<file path="src/rtl/result_pipe.sv">
// EX/MEM and MEM/WB pipeline registers with a two-state data-memory access FSM.
// Handles load extension, store lane steering, misalignment drops and access timeouts.
module result_pipe #(
  parameter int TIMEOUT_CYCLES = 16
) (
  input  logic        clk,
  input  logic        rst_n,
  input  logic        ex_valid,
  output logic        ex_ready,
  input  logic [4:0]  ex_rd,
  input  logic        ex_reg_write,
  input  logic        ex_mem_read,
  input  logic        ex_mem_write,
  input  logic [2:0]  ex_funct3,
  input  logic [31:0] ex_alu_result,
  input  logic [31:0] ex_store_data,
  output logic        dmem_req,
  output logic        dmem_we,
  output logic [31:0] dmem_addr,
  output logic [31:0] dmem_wdata,
  output logic [3:0]  dmem_mask,
  input  logic        dmem_ack,
  input  logic [31:0] dmem_rdata,
  output logic [4:0]  exmem_rd,
  output logic        exmem_reg_write,
  output logic        exmem_is_load,
  output logic [31:0] exmem_alu_result,
  output logic [4:0]  memwb_rd,
  output logic        memwb_reg_write,
  output logic [31:0] memwb_wb_value,
  output logic        misalign_err,
  output logic        mem_timeout
);

  localparam int CNT_W = (TIMEOUT_CYCLES > 1) ? $clog2(TIMEOUT_CYCLES) : 1;
  localparam logic [CNT_W-1:0] CNT_LAST = CNT_W'(TIMEOUT_CYCLES - 1);

  typedef enum logic {
    S_IDLE,
    S_WAIT
  } state_t;

  state_t           state, state_nx;
  logic [CNT_W-1:0] cnt, cnt_nx;

  // EX/MEM register
  logic        em_valid;
  logic [4:0]  em_rd;
  logic        em_reg_write;
  logic        em_mem_read;
  logic        em_mem_write;
  logic [2:0]  em_funct3;
  logic [31:0] em_alu;
  logic [31:0] em_store;

  // MEM/WB register
  logic        wb_valid;
  logic [4:0]  wb_rd;
  logic [31:0] wb_value;

  logic        is_mem, is_byte, is_half, misaligned;
  logic        mem_op, mem_ok, timeout_hit, ack, drain;
  logic [1:0]  byte_off;
  logic        wb_we_nx;
  logic [31:0] wb_value_nx;
  logic [31:0] load_value;
  logic [31:0] lane_wdata;
  logic [3:0]  lane_mask;
  logic [7:0]  sel_byte;
  logic [15:0] sel_half;

  assign is_mem   = em_mem_read | em_mem_write;
  assign byte_off = em_alu[1:0];
  assign is_byte  = (em_funct3[1:0] == 2'b00);
  assign is_half  = (em_funct3[1:0] == 2'b01);

  // Undefined size codes fall through to word accesses, so they need word alignment.
  assign misaligned = is_half ? byte_off[0] : (!is_byte && (byte_off != 2'b00));

  assign mem_op      = em_valid && is_mem;
  assign mem_ok      = mem_op && !misaligned;
  assign timeout_hit = (state == S_WAIT) && (cnt == CNT_LAST);

  // The request drops in the final timeout cycle, which also masks any late ack there.
  assign dmem_req = mem_ok && !timeout_hit;
  assign ack      = dmem_ack && dmem_req;

  assign misalign_err = (state == S_IDLE) && mem_op && misaligned;
  assign mem_timeout  = timeout_hit;

  assign ex_ready = !((state == S_WAIT) && !ack) && !((state == S_IDLE) && mem_op);

  assign drain = em_valid && (!is_mem || misaligned || ack || timeout_hit);

  always_comb begin
    // NOTE: every combinational output gets a default first so no path leaves it unassigned (no latch).
    sel_byte   = dmem_rdata[7:0];
    sel_half   = byte_off[1] ? dmem_rdata[31:16] : dmem_rdata[15:0];
    load_value = dmem_rdata;
    lane_wdata = em_store;
    lane_mask  = 4'b1111;

    case (byte_off)
      2'd1:    sel_byte = dmem_rdata[15:8];
      2'd2:    sel_byte = dmem_rdata[23:16];
      2'd3:    sel_byte = dmem_rdata[31:24];
      default: sel_byte = dmem_rdata[7:0];
    endcase

    if (is_byte) begin
      load_value = {{24{!em_funct3[2] && sel_byte[7]}}, sel_byte};
      lane_wdata = {4{em_store[7:0]}};
      lane_mask  = 4'b0001 << byte_off;
    end else if (is_half) begin
      load_value = {{16{!em_funct3[2] && sel_half[15]}}, sel_half};
      lane_wdata = {2{em_store[15:0]}};
      lane_mask  = byte_off[1] ? 4'b1100 : 4'b0011;
    end
  end

  assign dmem_we    = dmem_req && !em_mem_read;
  assign dmem_addr  = dmem_req ? {em_alu[31:2], 2'b00} : 32'h0;
  assign dmem_wdata = dmem_req ? lane_wdata : 32'h0;
  assign dmem_mask  = dmem_req ? lane_mask : 4'h0;

  // Stores, dropped accesses and x0 targets all retire as MEM/WB bubbles.
  assign wb_we_nx    = drain && em_reg_write && (em_rd != 5'd0) &&
                       (is_mem ? (em_mem_read && ack) : 1'b1);
  assign wb_value_nx = is_mem ? load_value : em_alu;

  always_comb begin
    state_nx = state;
    cnt_nx   = cnt;
    case (state)
      S_IDLE: begin
        if (mem_ok && !ack) begin
          state_nx = S_WAIT;
          cnt_nx   = '0;
        end
      end
      S_WAIT: begin
        if (ack || timeout_hit) begin
          state_nx = S_IDLE;
          cnt_nx   = '0;
        end else begin
          cnt_nx = cnt + 1'b1;
        end
      end
      default: begin
        state_nx = S_IDLE;
        cnt_nx   = '0;
      end
    endcase
  end

  // NOTE: sequential state uses non-blocking assignments so every flop samples pre-edge values.
  always_ff @(posedge clk) begin
    if (!rst_n) begin
      state <= S_IDLE;
      cnt   <= '0;
    end else begin
      state <= state_nx;
      cnt   <= cnt_nx;
    end
  end

  // NOTE: datapath fields are reset too, so every output reads zero straight out of reset.
  always_ff @(posedge clk) begin
    if (!rst_n) begin
      em_valid     <= 1'b0;
      em_rd        <= '0;
      em_reg_write <= 1'b0;
      em_mem_read  <= 1'b0;
      em_mem_write <= 1'b0;
      em_funct3    <= '0;
      em_alu       <= '0;
      em_store     <= '0;
    end else if (ex_valid && ex_ready) begin
      em_valid     <= 1'b1;
      em_rd        <= ex_rd;
      em_reg_write <= ex_reg_write;
      em_mem_read  <= ex_mem_read;
      em_mem_write <= ex_mem_write;
      em_funct3    <= ex_funct3;
      em_alu       <= ex_alu_result;
      em_store     <= ex_store_data;
    end else if (drain) begin
      em_valid <= 1'b0;
    end
  end

  always_ff @(posedge clk) begin
    if (!rst_n) begin
      wb_valid <= 1'b0;
      wb_rd    <= '0;
      wb_value <= '0;
    end else begin
      wb_valid <= wb_we_nx;
      wb_rd    <= wb_we_nx ? em_rd : 5'd0;
      wb_value <= wb_we_nx ? wb_value_nx : 32'h0;
    end
  end

  assign exmem_rd         = em_rd;
  assign exmem_reg_write  = em_valid && em_reg_write && !em_mem_read && (em_rd != 5'd0);
  assign exmem_is_load    = em_valid && em_mem_read && (em_rd != 5'd0);
  assign exmem_alu_result = em_alu;
  assign memwb_rd         = wb_rd;
  assign memwb_reg_write  = wb_valid;
  assign memwb_wb_value   = wb_value;

endmodule

</file>
<file path="config.mk">
export PLATFORM = sky130hd
export DESIGN_NAME = result_pipe
export DESIGN_NICKNAME = d
export VERILOG_FILES = /design/src/rtl/result_pipe.sv
export SDC_FILE = /design/constraint.sdc
export NUM_CORES = 1
export LEC_CHECK = 0
export CORE_ASPECT_RATIO = 1.25
export CORE_UTILIZATION = 46
export DETAILED_ROUTE_END_ITERATION = 10
export PLACE_DENSITY = 0.81
export REMOVE_ABC_BUFFERS = 1
export SLEW_MARGIN = 20
export SYNTH_ARGS = -nofsm -noshare
export SYNTH_HDL_FRONTEND = slang
export SYNTH_SLANG_ARGS = --single-unit
</file>
<file path="constraint.sdc">
create_clock -name clk -period 2.35 [get_ports clk]
set_input_delay 0.3525 -clock clk [delete_from_list [all_inputs] [get_ports clk]]
set_output_delay 0.3525 -clock clk [all_outputs]
set_load 0.005 [all_outputs]
</file>
# After elaboration in Yosys (flattened, before gate mapping)
# Index checks and enable logic that the tools add are counted.
[op_classes] n_bitwise=2 add_sub_neg=1 eq_ne=6 reduce_logical=43 shift=1 muxes=23
[ops] op="2-to-1 mux 32 bit" count=7
[ops] op="logical AND 1 bit" count=25
[ops] op="2-to-1 mux 4 bit" count=6
[ops] op="case mux 8 bit (3 select lines)" count=1
[ops] op="2-to-1 mux 16 bit" count=1
[ops] op="logical NOT 1 bit" count=9
[ops] op="case mux 4 bit (2 select lines)" count=1
[ops] op="2-to-1 mux 1 bit" count=6
[ops] op="nonzero test 5 bit" count=1
[ops] op="adder 4 x 1 -> 4 bit (second input constant)" count=1
[ops] op="equality test 2 x 1 -> 1 bit (second input constant)" count=2
[ops] op="equality test 2 bit (second input constant)" count=2
[ops] op="equality test 4 bit (second input constant)" count=1
[ops] op="logical OR 1 bit" count=4
[ops] op="nonzero test 2 bit" count=2
[ops] op="<< shifter 1 x 2 -> 4 bit (first input constant)" count=1
[ops] op="logical NOT 2 bit" count=1
[ops] op="inequality test 2 x 1 -> 1 bit (second input constant)" count=1
[ops] op="case mux 1 bit (2 select lines)" count=1
[ops] op="AND reduction 2 bit" count=1
[ops] op="inverter 1 bit" count=1
[ops] op="OR 1 bit" count=1
[word_totals] regBits=119 input_bits=111 elab_cells=89 output_inout_bits=150

# Depth between registers and ports, before layout
# Gate-level depths: netlist of the first run.
[logic_depth] depth_word=15 ltp_mapped=9

# Worst setup path after synthesis of the first run
# No wires, ideal clock.
[synth_timing] kind="register -> register" from="register em_funct3[1]" to="register em_store[28]" setup_ps=122 arrival_time_ps=1983 setup_slack_ps=245 required_ps=2228 path_stages_with_launch=10 n_path_buf=4 path_cell_list="dfxtp_1 > or2_1 > buf_2 > a221oi_4 > and4_1 > buf_4 > buf_8 > buf_12 > mux2i_1 > a311o_1"
[synth_between] elab_chain_len=13
[synth_rtl] item="from (decl)" line="52" rtl="logic [2:0] em_funct3;"
[synth_rtl] item="from (signal assigned)" line="184" rtl="em_funct3 <= ex_funct3;"
[synth_rtl] item="logical NOT 2 bit" line="74" rtl="assign is_byte = (em_funct3[1:0] == 2'b00);"
[synth_rtl] item="logical NOT 1 bit" line="78" rtl="assign misaligned = is_half ? byte_off[0] : (!is_byte && (byte_off != 2'b00));"
[synth_rtl] item="logical AND 1 bit" line="78"
[synth_rtl] item="2-to-1 mux 1 bit *" line="78"
[synth_rtl] item="logical NOT 1 bit *" line="81" rtl="assign mem_ok = mem_op && !misaligned;"
[synth_rtl] item="logical AND 1 bit *" line="81"
[synth_rtl] item="logical AND 1 bit *" line="85" rtl="assign dmem_req = mem_ok && !timeout_hit;"
[synth_rtl] item="logical AND 1 bit *" line="86" rtl="assign ack = dmem_ack && dmem_req;"
[synth_rtl] item="logical NOT 1 bit *" line="91" rtl="assign ex_ready = !((state == S_WAIT) && !ack) && !((state == S_IDLE) && mem_op);"
[synth_rtl] item="logical AND 1 bit *" line="91"
[synth_rtl] item="logical NOT 1 bit *" line="91"
[synth_rtl] item="logical AND 1 bit *" line="91"
[synth_rtl] item="logical AND 1 bit *" line="178" rtl="end else if (ex_valid && ex_ready) begin"
[synth_rtl] item="to (signal assigned)" line="186" rtl="em_store <= ex_store_data;"
[synth_rtl] item="to (decl)" line="54" rtl="logic [31:0] em_store;"
# Every way passes the cells marked *; elsewhere a longest branch is shown, timed or not.
# A chain may end at the register's enable or synchronous reset.

# Worst setup path after layout of the first run
[layout_timing] from="register em_funct3[0]" to="output port dmem_addr[4]"
[layout_between] elab_chain_len=8
[layout_rtl] item="logical NOT 2 bit" line="74"
[layout_rtl] item="logical NOT 1 bit" line="78"
[layout_rtl] item="logical AND 1 bit" line="78"
[layout_rtl] item="2-to-1 mux 1 bit *" line="78"
[layout_rtl] item="logical NOT 1 bit *" line="81"
[layout_rtl] item="logical AND 1 bit *" line="81"
[layout_rtl] item="logical AND 1 bit *" line="85"
[layout_rtl] item="2-to-1 mux 32 bit *" line="122" rtl="assign dmem_addr = dmem_req ? {em_alu[31:2], 2'b00} : 32'h0;"
[layout_rtl] item="to (decl)" line="19" rtl="output logic [31:0] dmem_addr,"
# Marked as above.

==> flow_summary.json, run 1 <==
{
  "ant_nets": 0,
  "crit_path_end_kind": "output port",
  "arrival_ps": 2130,
  "die_x_um": 116,
  "antenna_found_initial": 1,
  "hold_class": "primary input to flip-flop",
  "drt-pass1-iter-count": 5,
  "insertion_delay_ps": 420,
  "rows": 51,
  "cts_made_buffers": 17,
  "routed_wirelength_um": 30800,
  "fill_cells": 1120,
  "tightest_slew_ps": 804,
  "io_pins": 261,
  "tritoncts": "yes",
  "seq_area_um2": 2390,
  "grt_first_pass_wirelength_um": 43400,
  "ys_types": 47,
  "multi_input_area_um2": 4810,
  "fmax_mhz": 402,
  "via_count": 8875,
  "startpoint_type": "flip-flop",
  "htreeDepth": 4,
  "vias_per_cell": 6.19,
  "dr.first_iter.drc_count": 670,
  "wl_per_cell_um": 21.5,
  "initial_utilization_pct": 47.3,
  "overflow": 0,
  "first_global_vias": 7995,
  "area_delta_synth_final_pct": 60.1,
  "finalHoldViolCount": 0,
  "final_util_pct": 75.7,
  "die_y_um": 144,
  "drive_above_1_share_pct": 21.9,
  "num-nets-final": 1318,
  "synth_cells": 951,
  "slew_viol_final": 0,
  "critical_path_class": "flip-flop to output port",
  "grt_max_degree": 61,
  "synth_area_um2": 7420,
  "grt_setup_unrepaired": "yes",
  "core_area_um2": 15700,
  "violations": "setup timing",
  "grt_use_total_pct": 33.9,
  "path_clk_slew_ps": 60,
  "hold_ws_ps": 393,
  "total_leakage_power_uw": 0.00460,
  "place.gp.congestion": 0.823,
  "ir_drop_mv": 0.408,
  "required_ps": 2000,
  "setup_ws_ps": -137,
  "hpwl_um": 17300,
  "die_area_um2": 16700,
  "synth.avg_cell_area_um2": 7.81,
  "setup_viol": 88,
  "drv_cap": 0,
  "synth_seq_cells": 119,
  "synthArstFlopShare_pct": 0,
  "min_period_over_period_pct": 106,
  "relSlewSlack_pct": 46.3,
  "ys_seq_area_share_pct": 32.1,
  "post-route-min-period_ps": 2490,
  "synth_edf_count": 0,
  "ys_dominant_reg_cell": "dfxtp_1",
  "critPathMaxFanout": 4,
  "status": "finished, violations left",
  "io_buffers": 258,
  "cts.sinks": 119,
  "fin_tns_setup_ps": -3470,
  "cts-root-buf": "clkbuf_16",
  "yosysWarnings": 0,
  "clockBufferDepth": 2,
  "pwr_density_cell_nw_per_um2": 536,
  "layout_commonest_cell": "clkdlybuf4s50_1",
  "fin_skew_ps": 8.80,
  "mostFrequentLayoutCells": "184 x clkdlybuf4s50_1, 151 x nand3_1, 126 x nor2_1",
  "drc": 0,
  "dp_slack_ps": 14.3
}
==> per-stage QoR <==
stage                     instances  power, µW  cell area (µm²)
final                          1433       6370            11900
after global routing           1432       6570            11900
after CTS                      1417       6300            11400
after detailed placement       1352       3540            10200
after global placement         1352       3520            10200
after floorplan                 841       2820             6910
==> cell families after synthesis <==
family          after synthesis  share of synthesized area, %
mux                          93                          12.7
fa+ha+maj                     1                         0.168
other cells                   1                        0.0505
flops                       119                          32.1
simple gates                411                          25.9
xor+xnor                      1                         0.118
buf+inv                     129                          7.87
compound gates              196                          21.1
==> layout make-up <==
cell class	instances	area share (%)
repair buffers	346	31.7
clock inverters	13	1.23
diodes	2	0.0421
well taps	212	2.23
inverters	18	0.610
clock buffers	19	3.73
multi-input cells	704	40.4
flip-flops and latches	119	20.1
==> worst paths after layout <==
check / startpoint / to / slack, ps / cells past startpoint
setup / recovery: em_funct3[0]$_SDFFE_PN0P_ / dmem_addr[4] / -140 / 9
hold / removal: rst_n / state$_SDFF_PN0_ / 390 / 2
setup reg to reg: em_funct3[0]$_SDFFE_PN0P_ / em_funct3[1]$_SDFFE_PN0P_ / -80 / 11
hold reg to reg: exmem_rd[0]$_SDFFE_PN0P_ / memwb_rd[0]$_SDFF_PN0_ / 470 / 2
==> cells in the mapped netlist, types with 2 or more instances <==
library cell,instances,area [µm²]
a211oi_1,16,120
a21o_1,9,67.6
a21oi_1,39,195
a22o_1,11,96.3
a311o_1,75,751
and3_1,39,244
buf_1,4,15.0
buf_12,4,80.1
buf_4,6,45.0
clkbuf_1,95,357
dfxtp_1,119,2380
inv_1,18,67.6
mux2i_1,92,921
nand2_1,36,135
nand2b_1,2,12.5
nand3_1,152,761
nand4_1,3,18.8
nor2_1,144,541
nor2b_1,8,50.1
nor3_1,15,75.1
nor3b_1,2,15.0
nor4_1,3,18.8
o2111ai_1,7,61.3
o21ai_0,13,65.1
o21ai_1,3,15.0
o22ai_1,9,56.3
o32ai_1,6,52.6
or2_2,2,12.5
==> routing by layer <==
metal	global-route usage, %	routed length [µm]	vias to the layer above
li1	-	-	4035
met1	38.7	11500	4237
met2	59.0	15100	501
met3	7.21	2650	102
met4	17.5	1550	0
met5	0	0	-
==> worst max-delay path, cell delays in order, from the launching register on <==
cell and delay (ps):
dfxtp_2 330, or2_4 260, a221oi_4 250, buf_6 150, buf_6 110, buf_8 130, buf_16 120, buf_12 100
and3_4 170, buf_6 90
==> repair_timing <==
action / CTS / global route
buffers inserted: 26 / 10
pin swaps: 40 / 30
gates resized for setup: 343 / 93
cloned: 8 / 12
hold buffers: 0 / 0
setup endpoints to repair: 73 / 149
endpoints found under the hold margin: 0 / 0
==> where the power goes <==
part           leakage, µW  internal, µW  total (µW)  switching (µW)
clock network     0.000273          1600        2640            1040
registers         0.000975          2130        2250             129
logic              0.00335           724        1480             753
==> state kept, by name (all words and copies together), names as in the netlist <==
register and count:
memwb_reg_write 1, em_funct3 3, em_valid 1, cnt 4, memwb_wb_value 32, memwb_rd 5, em_store 32, state 1
exmem_alu_result 32, em_mem_read 1, exmem_rd 5, em_reg_write 1, em_mem_write 1
(Power assumes the default switching activity.)
==> run 2, diff against run 1 <==
Settings changed: CAP_MARGIN set to 25.
==> results of run 2 <==
No change in the layout: final DEF, timing and power equal those of run 1.
